--- config.mk ---
export PLATFORM = sky130hd
export DESIGN_NAME = mem_ctrl
export DESIGN_NICKNAME = d
export VERILOG_FILES = /design/src/rtl/mem_ctrl.sv
export SDC_FILE = /design/constraint.sdc
export NUM_CORES = 1
export LEC_CHECK = 0
export ABC_AREA = 1
export BUFFER_PORTS_ARGS = -buffer_cell sky130_fd_sc_hd__buf_2
export CAP_MARGIN = 20
export CORE_AREA = 3 3 162 164
export CTS_CLUSTER_DIAMETER = 150
export CTS_CLUSTER_SIZE = 10
export DETAILED_ROUTE_END_ITERATION = 6
export DIE_AREA = 0 0 165 167
export PLACE_DENSITY = 0.75
export SLEW_MARGIN = 0
export SYNTH_ARGS = -nofsm -noshare
export SYNTH_HDL_FRONTEND = slang
export SYNTH_SLANG_ARGS = --single-unit
--- constraint.sdc ---
create_clock -name clk -period 2.8 [get_ports clk]
set_clock_uncertainty 0.1 [all_clocks]
set_input_delay 0 -clock clk [delete_from_list [all_inputs] [get_ports clk]]
set_output_delay 0 -clock clk [all_outputs]
set_load 0.02 [all_outputs]
--- src/rtl/mem_ctrl.sv ---
// Arbitrates the LSB and fetch ports onto one byte-wide RAM/IO port, one access at a time.
// Reads complete n+2 cycles after acceptance, stores n+1 (plus IO stall and rdy freeze cycles).
module mem_ctrl #(
  parameter int IF_BYTES = 4
) (
  input  logic                    clk,
  input  logic                    rst,
  input  logic                    rdy,
  input  logic                    rollback,
  input  logic                    if_en,
  input  logic [31:0]             if_addr,
  output logic                    if_done,
  output logic [8*IF_BYTES-1:0]   if_data,
  input  logic                    lsb_en,
  input  logic                    lsb_wr,
  input  logic [31:0]             lsb_addr,
  input  logic [2:0]              lsb_len,
  input  logic [31:0]             lsb_w_data,
  output logic                    lsb_done,
  output logic [31:0]             lsb_r_data,
  input  logic [7:0]              mem_din,
  output logic [7:0]              mem_dout,
  output logic [31:0]             mem_a,
  output logic                    mem_wr,
  input  logic                    io_buffer_full
);

  localparam int BW = (IF_BYTES > 4) ? 8 * IF_BYTES : 32;

  typedef enum logic [1:0] {IDLE, FETCH, LOAD, STORE} state_t;

  state_t                  state, state_n;
  logic [4:0]              cnt, cnt_n;
  logic [4:0]              len, len_n;
  logic [31:0]             base, base_n;
  logic [31:0]             wdata, wdata_n;
  logic [BW-1:0]           rbuf, rbuf_n;
  logic [31:0]             a_n;
  logic [7:0]              dout_n;
  logic                    wr_q, wr_n;
  logic                    if_done_q, if_done_n;
  logic                    lsb_done_q, lsb_done_n;
  logic [8*IF_BYTES-1:0]   if_data_n;
  logic [31:0]             lsb_r_data_n;
  logic [7:0]              din_hold;
  logic                    use_hold;

  logic [7:0]              din_eff;
  logic [7:0]              sh_r;
  logic [7:0]              sh_w;
  logic [BW-1:0]           rd_merged;
  logic [31:0]             wdata_sh;
  logic [31:0]             nxt_addr;

  // A freeze lets the RAM move on to the next address, so the byte that was due
  // when rdy dropped is parked in din_hold and consumed on the first live edge.
  assign din_eff   = use_hold ? din_hold : mem_din;
  assign sh_r      = {cnt - 5'd1, 3'b000};
  assign sh_w      = {cnt + 5'd1, 3'b000};
  assign rd_merged = rbuf | ({{(BW-8){1'b0}}, din_eff} << sh_r);
  assign wdata_sh  = wdata >> sh_w;
  assign nxt_addr  = base + {27'b0, cnt} + 32'd1;

  assign mem_wr   = wr_q & rdy;
  assign if_done  = if_done_q & rdy;
  assign lsb_done = lsb_done_q & rdy;

  always_comb begin
    state_n      = state;
    cnt_n        = cnt;
    len_n        = len;
    base_n       = base;
    wdata_n      = wdata;
    rbuf_n       = rbuf;
    a_n          = mem_a;
    dout_n       = mem_dout;
    wr_n         = wr_q;
    if_done_n    = 1'b0;
    lsb_done_n   = 1'b0;
    if_data_n    = if_data;
    lsb_r_data_n = lsb_r_data;
    case (state)
      IDLE: begin
        wr_n = 1'b0;
        // The cycle carrying a done pulse still sees the old request's en high.
        if (!rollback && !if_done_q && !lsb_done_q) begin
          if (lsb_en) begin
            base_n  = lsb_addr;
            len_n   = {2'b00, lsb_len};
            wdata_n = lsb_w_data;
            cnt_n   = '0;
            a_n     = lsb_addr;
            rbuf_n  = '0;
            if (lsb_wr) begin
              state_n = STORE;
              dout_n  = lsb_w_data[7:0];
              wr_n    = !(lsb_addr[17:16] == 2'b11 && io_buffer_full);
            end else begin
              state_n = LOAD;
            end
          end else if (if_en) begin
            state_n = FETCH;
            base_n  = if_addr;
            len_n   = 5'(IF_BYTES);
            cnt_n   = '0;
            a_n     = if_addr;
            rbuf_n  = '0;
          end
        end
      end
      FETCH, LOAD: begin
        if (rollback) begin
          state_n = IDLE;
          cnt_n   = '0;
        end else begin
          if (cnt != 5'd0) rbuf_n = rd_merged;
          if (cnt == len) begin
            state_n = IDLE;
            cnt_n   = '0;
            if (state == FETCH) begin
              if_done_n = 1'b1;
              if_data_n = rd_merged[8*IF_BYTES-1:0];
            end else begin
              lsb_done_n   = 1'b1;
              lsb_r_data_n = rd_merged[31:0];
            end
          end else begin
            cnt_n = cnt + 5'd1;
            a_n   = nxt_addr;
          end
        end
      end
      STORE: begin
        if (wr_q) begin
          if (cnt == len - 5'd1) begin
            state_n    = IDLE;
            cnt_n      = '0;
            wr_n       = 1'b0;
            lsb_done_n = 1'b1;
          end else begin
            cnt_n  = cnt + 5'd1;
            a_n    = nxt_addr;
            dout_n = wdata_sh[7:0];
            wr_n   = !(nxt_addr[17:16] == 2'b11 && io_buffer_full);
          end
        end else begin
          wr_n = !(mem_a[17:16] == 2'b11 && io_buffer_full);
        end
      end
      default: state_n = IDLE;
    endcase
  end

  always_ff @(posedge clk) begin
    if (rst) begin
      state      <= IDLE;
      cnt        <= '0;
      len        <= '0;
      base       <= '0;
      wdata      <= '0;
      rbuf       <= '0;
      mem_a      <= '0;
      mem_dout   <= '0;
      wr_q       <= 1'b0;
      if_done_q  <= 1'b0;
      lsb_done_q <= 1'b0;
      if_data    <= '0;
      lsb_r_data <= '0;
      din_hold   <= '0;
      use_hold   <= 1'b0;
    end else if (rdy) begin
      state      <= state_n;
      cnt        <= cnt_n;
      len        <= len_n;
      base       <= base_n;
      wdata      <= wdata_n;
      rbuf       <= rbuf_n;
      mem_a      <= a_n;
      mem_dout   <= dout_n;
      wr_q       <= wr_n;
      if_done_q  <= if_done_n;
      lsb_done_q <= lsb_done_n;
      if_data    <= if_data_n;
      lsb_r_data <= lsb_r_data_n;
      use_hold   <= 1'b0;
    end else if (!use_hold) begin
      din_hold <= mem_din;
      use_hold <= 1'b1;
    end
  end

endmodule

-- Word level (Yosys, flattened, before mapping)
Cells that the tools add are included.
- $mul: 0
- $add $sub $neg: 5
- mux-type cells: 57
- reductions and logical operators: 27
- div/mod/pow operators: 0
- bitwise logic cells: 6
- $lt $le $gt $ge: 0
- eq/ne operators: 19
- shifts and indexed selects: 2
- operators by type and width (kind ; number):
    $mux W32 ; 12
    $pmux W32 S3 ; 1
    $pmux W32 S2 ; 1
    $mux W8 ; 6
    $mux W5 ; 9
    $add A32 B1 Y32 const B ; 1
    $add A32 B5 Y32 ; 1
    $or A32 B32 Y32 ; 1
    $shl A8 B8 Y32 ; 1
    $shr A32 B8 Y8 ; 1
    $ne A2 B2 Y1 const B ; 9
    $mux W1 ; 16
    $pmux W8 S2 ; 1
    $pmux W5 S3 ; 1
    $mux W2 ; 7
    $reduce_and A7 Y1 ; 2
    $reduce_and A4 Y1 ; 3
    $reduce_and A6 Y1 ; 2
    $eq A2 B2 Y1 const B ; 5
    $eq A5 B5 Y1 ; 2
    $reduce_and A5 Y1 ; 2
    $sub A5 B1 Y5 const B ; 2
    $logic_not A1 Y1 ; 6
    $ne A3 B3 Y1 const B ; 2
    other kinds (12) ; 22
- flip-flop bits (word level): 224
- memories kept: 0
- RAM bits: 0
- latch bits: 0
- bits of input ports: 115
- bits in read-only memories: 0
- output and inout bits: 107

-- Depth between registers and ports, before layout
- word-level depth: 8
- depth in mapped cells: 16
- gate-level depth less buffers: 15

-- Worst setup path after synthesis
OpenSTA, ideal clock, no wires.
- path type: register -> register
- start: register cnt[0]
- end: register mem_a[12]
- path buffers: 1
- slack: 536 ps
- data arrival time: 2047 ps
- required time: 2583 ps
- cell stages (with the launch flop): 15
- period minus slack after synthesis: 2264 ps
- cells stage by stage: dfxtp_1 inv_2 buf_2 ha_1 inv_1 fa_1 nand2_1 nand2_1 and2_1 nand2_1 nand2_1 xnor2_1 nor2_1 nor2_1 nor2_1
- cells in the longest elaborated chain, start to end: 5
- elaborated cells on any way between the ends: 12
- ends and longest elaborated chain (item ; line ; RTL):
    start, declared ; 33 ; logic [4:0] cnt, cnt_n;
    start signal, assigned ; 173 ; cnt <= cnt_n;
    $add A32 B5 Y32 ; 62 ; assign nxt_addr = base + {27'b0, cnt} + 32'd1;
    $add A32 B1 Y32 ; 62 ;
    $mux W32 (on tied branches) ; 135, 117 ;
    $mux W32 (on tied branches) ; 134, 112 ;
    $pmux W32 S3 ; 82 ; case (state)
    end signal, assigned ; 178 ; mem_a <= a_n;
    end, declared ; 23 ; output logic [31:0] mem_a,
Several ways; a longest one is shown, not always the timed one. The select of a mux whose other input is x is not followed.
A chain may end at the register's enable or synchronous reset.

-- Worst setup path after layout
- start: register len[1]
- end: register state[0]
- cells in the longest elaborated chain, start to end: 4
- elaborated cells on any way between the ends: 6
- ends and longest elaborated chain (item ; line ; RTL):
    start, declared ; 34 ; logic [4:0] len, len_n;
    start signal, assigned ; 174 ; len <= len_n;
    $sub A5 B1 Y5 ; 135 ; if (cnt == len - 5'd1) begin
    $eq A5 B5 Y1 ; 135 ;
    $ne A2 B2 Y1 (no line) ; - ;
    $reduce_and A6 Y1 (no line) * ; - ;
    end signal, assigned ; 172 ; state <= state_n;
    end, declared ; 32 ; state_t state, state_n;
Every way passes the cells marked *; elsewhere a longest branch is shown, timed or not.

==> flow_summary.yaml <==
run_status:
  run_status: "complete, no violations"
sta:
  rsz0062_at_grt: "false"
  finalCritPeriodShare: 0.916
  max-slew-margin-rel: 0.556
  clock.fmax_ghz: 0.390
  hold_violations: 0
  tightest_slew_ps: 666
  min_period_ps: 2560
  setup_tns_ps: 0
  fin_hold_ws_ps: 26.5
  setup_viol: 0
  slew_violations: 0
die:
  rows: 58
  start_util: 0.448
  dieArea_mm2: 0.0276
  io_pins: 222
  core_area_mm2: 0.0250
  die_width_um: 165
  dieHeight_um: 167
yosys:
  synth_fp_nets: 1733
  netlist_area_mm2: 0.0112
  synth_seq_area_share: 0.396
  synth-main-ff-cell: "dfxtp_1"
  yosys_warnings: 0
  syn_area_per_cell_um2: 7.00
  synth-edff-count: 0
  async_reset_ff_frac: 0
  netlist_instances: 1603
  ys_types: 45
  ys_ff_latch: 222
setup_path:
  critPathMaxFanout: 6
  critPathMaxStageDelay_ps: 550
  worstPathCellList: "inv_1 > ha_1 > ha_1 > xor2_1 > nand2_1 > nor2_2 > nand2_1 > nand2_1 > nand3_1 > nand2_2 > o22ai_1 > dlygate4sd3_1"
  cp.required_ps: 3120
  cp_common_cell: "nand2_1"
  critPathKind: "reg2reg"
  worstPathArrival_ps: 2890
  endpoint_kind: "flip-flop"
  start_kind: "flip-flop"
  rr_startpoint: "len[1]"
  crit_start: "len[1]"
  crit_slowest_cell: "dlygate4sd3_1"
clock_tree:
  clockBufferDepth: 3
  clockRootBuffer: "clkbuf_16"
  htreeDepth: 1
  clkTransAtPathRegs_ps: 60
  tritoncts: "built"
  post_cts_buffers: 0
  cts_buffers: 26
  clk_latency_ps: 540
  cts.sinks: 222
global_routing:
  grt_pass1_vias: 11100
  grt_pass1_wl_um: 56300
  grt.total_usage: 0.250
  overflow: 0
  antenna_found_initial: 2
  grt_start_max_net_pins: 71
routing:
  remaining_drc_errors: 0
  vias: 11600
  drt-pass1-iter-count: 5
  wl_per_cell_um: 15.7
  drt_iter0_markers: 1015
  ant_nets: 0
  wl_um: 35100
  vias_per_cell: 5.19
power_and_ir_drop:
  ir_worst_vdd_v: 0.000373
  clkPwrFrac: 0.367
  seq_power_share: 0.437
  pwr-share-comb: 0.196
  powerDensity_mw_per_mm2: 552
  p_int_mw: 5.55
  power_leakage_nw: 6.87
  p_switching_mw: 2.38
  p_total_mw: 7.93
  swShare: 0.300
final_layout:
  utilization: 0.574
  nFillCells: 2340
  area_delta_synth_final_pct: 27.9
  nNetsFinal: 2035
  drive_gt1_frac: 0.171
placement:
  gp_congestion: 0.985
  hpwl_um: 24000
  io_buffers: 221
job:
  cap_violations: 0
worst_hold_path:
  hp-class: "in2reg"
  min_from: "lsb_addr[2]"
[cells in the mapped netlist (2+ instances only)]
library cell,instances,share of area
a21oi_2,2,0.0016
nand4_1,15,0.0084
nand3b_1,5,0.0033
xor2_1,7,0.0055
a21oi_1,117,0.052
mux2i_1,22,0.020
and3_1,32,0.018
buf_2,20,0.0089
nor3_1,11,0.0049
o21bai_1,30,0.020
o21ai_0,140,0.062
inv_2,11,0.0037
nand2_2,2,0.0011
nand3_2,10,0.0089
xnor2_1,6,0.0047
a211oi_1,21,0.014
o22ai_1,19,0.011
buf_1,6,0.0020
nor2_4,2,0.0020
nand2_1,242,0.081
o21ai_2,14,0.011
dfxtp_1,222,0.40
clkinv_1,2,0.00067
nor2_2,4,0.0022
nand3_1,73,0.033
ha_1,14,0.016
clkbuf_1,42,0.014
nor2_1,137,0.046
buf_6,8,0.0080
inv_1,256,0.086
buf_4,10,0.0067
o21ai_1,85,0.038
o21a_1,4,0.0027
[what timing repair did]
action / 4_1_cts / 5_1_grt
hold buffers: 117 / 0
setup endpoints to repair: 0 / 1
gates resized for setup: 0 / 2
hold endpoints to repair: 138 / 0
[critical path: cells and delay by family (launching register included)]
kind | cells | cell delay (ps)
fa+ha+maj | 2 | 460
xor+xnor | 1 | 140
compound gates | 1 | 90
buf+inv | 2 | 630
flops | 1 | 380
simple gates | 6 | 650
[routing by layer]
metal | global-route usage | share of wire | up-vias
met5 | 0 | 0.00037 | -
met4 | 0.0872 | 0.034 | 2
met1 | 0.339 | 0.44 | 5298
met2 | 0.400 | 0.45 | 434
li1 | - | - | 5800
met3 | 0.0413 | 0.070 | 81
[power by group through the flow]
stage          sequential, mW  clock [mW]  combinational [mW]
2_1_floorplan            3.60           0               0.866
3_3_place_gp             3.53           0                1.36
3_5_place_dp             3.53           0                1.38
4_1_cts                  3.46        2.95                1.53
5_1_grt                  3.49        3.07                1.72
6_report                 3.47        2.91                1.56
[flip-flops by register name, summed over array words and instances, names as in the netlist]
signal      count
if_data        32
if_done_q       1
len             3
wr_q            1
rbuf           32
state           2
mem_a          32
cnt             5
wdata          32
use_hold        1
din_hold        8
lsb_done_q      1
lsb_r_data     32
base           32
mem_dout        8
[area by class of cell]
type | instances | area [um2] | share of cell area
antenna | 1 | 2.50 | 0.000174
clock buffer | 26 | 651 | 0.0453
clock inverter | 2 | 25.0 | 0.00174
inverter | 271 | 1020 | 0.0711
multi-input combinational | 1023 | 5320 | 0.370
sequential | 222 | 4440 | 0.309
tap | 330 | 413 | 0.0287
timing repair buffer | 361 | 2490 | 0.173
[kinds of logic after synthesis]
group                    after synthesis  share of synthesized area
AO/OA/AOI/OAI                        436                      0.215
XOR/XNOR                              13                     0.0101
adder cells (fa/ha/maj)               15                     0.0174
buffers and inverters                358                      0.131
flip-flops                           222                      0.396
multiplexers                          22                     0.0196
AND/OR/NAND/NOR                      537                      0.211
[layout by cell type, fill, tap and decap left out, types with 14 or more instances in the layout]
cell,Yosys,final
inv_1,256,255
nand2_1,242,241
dfxtp_1,222,222
buf_2,20,221
o21ai_0,140,140
nor2_1,137,136
a21oi_1,117,117
dlygate4sd3_1,0,117
o21ai_1,85,85
nand3_1,73,73
and3_1,32,32
o21bai_1,30,30
clkbuf_16,0,26
mux2i_1,22,22
a211oi_1,21,21
buf_4,10,20
o22ai_1,19,19
nand4_1,15,15
o21ai_2,14,14
ha_1,14,14
[metrics by stage]
stage | instance area (um2) | setup WS, ps | std cells
4_1_cts | 14400 | 84.8 | 2235
6_report | 14400 | 235 | 2236
2_1_floorplan | 11200 | 536 | 1603
3_5_place_dp | 12500 | 356 | 2090
5_1_grt | 14400 | 41.1 | 2236
3_3_place_gp | 12500 | 418 | 2090
[final timing paths]
kind                               endpoint  slack [ps]  cells past startpoint
worst min-delay path               mem_a[2]          30                      5
worst min register to register  mem_dout[1]         350                      2
worst max-delay path               state[0]         240                     12
worst max register to register     state[0]         240                     12
(Power assumes the default switching activity.)
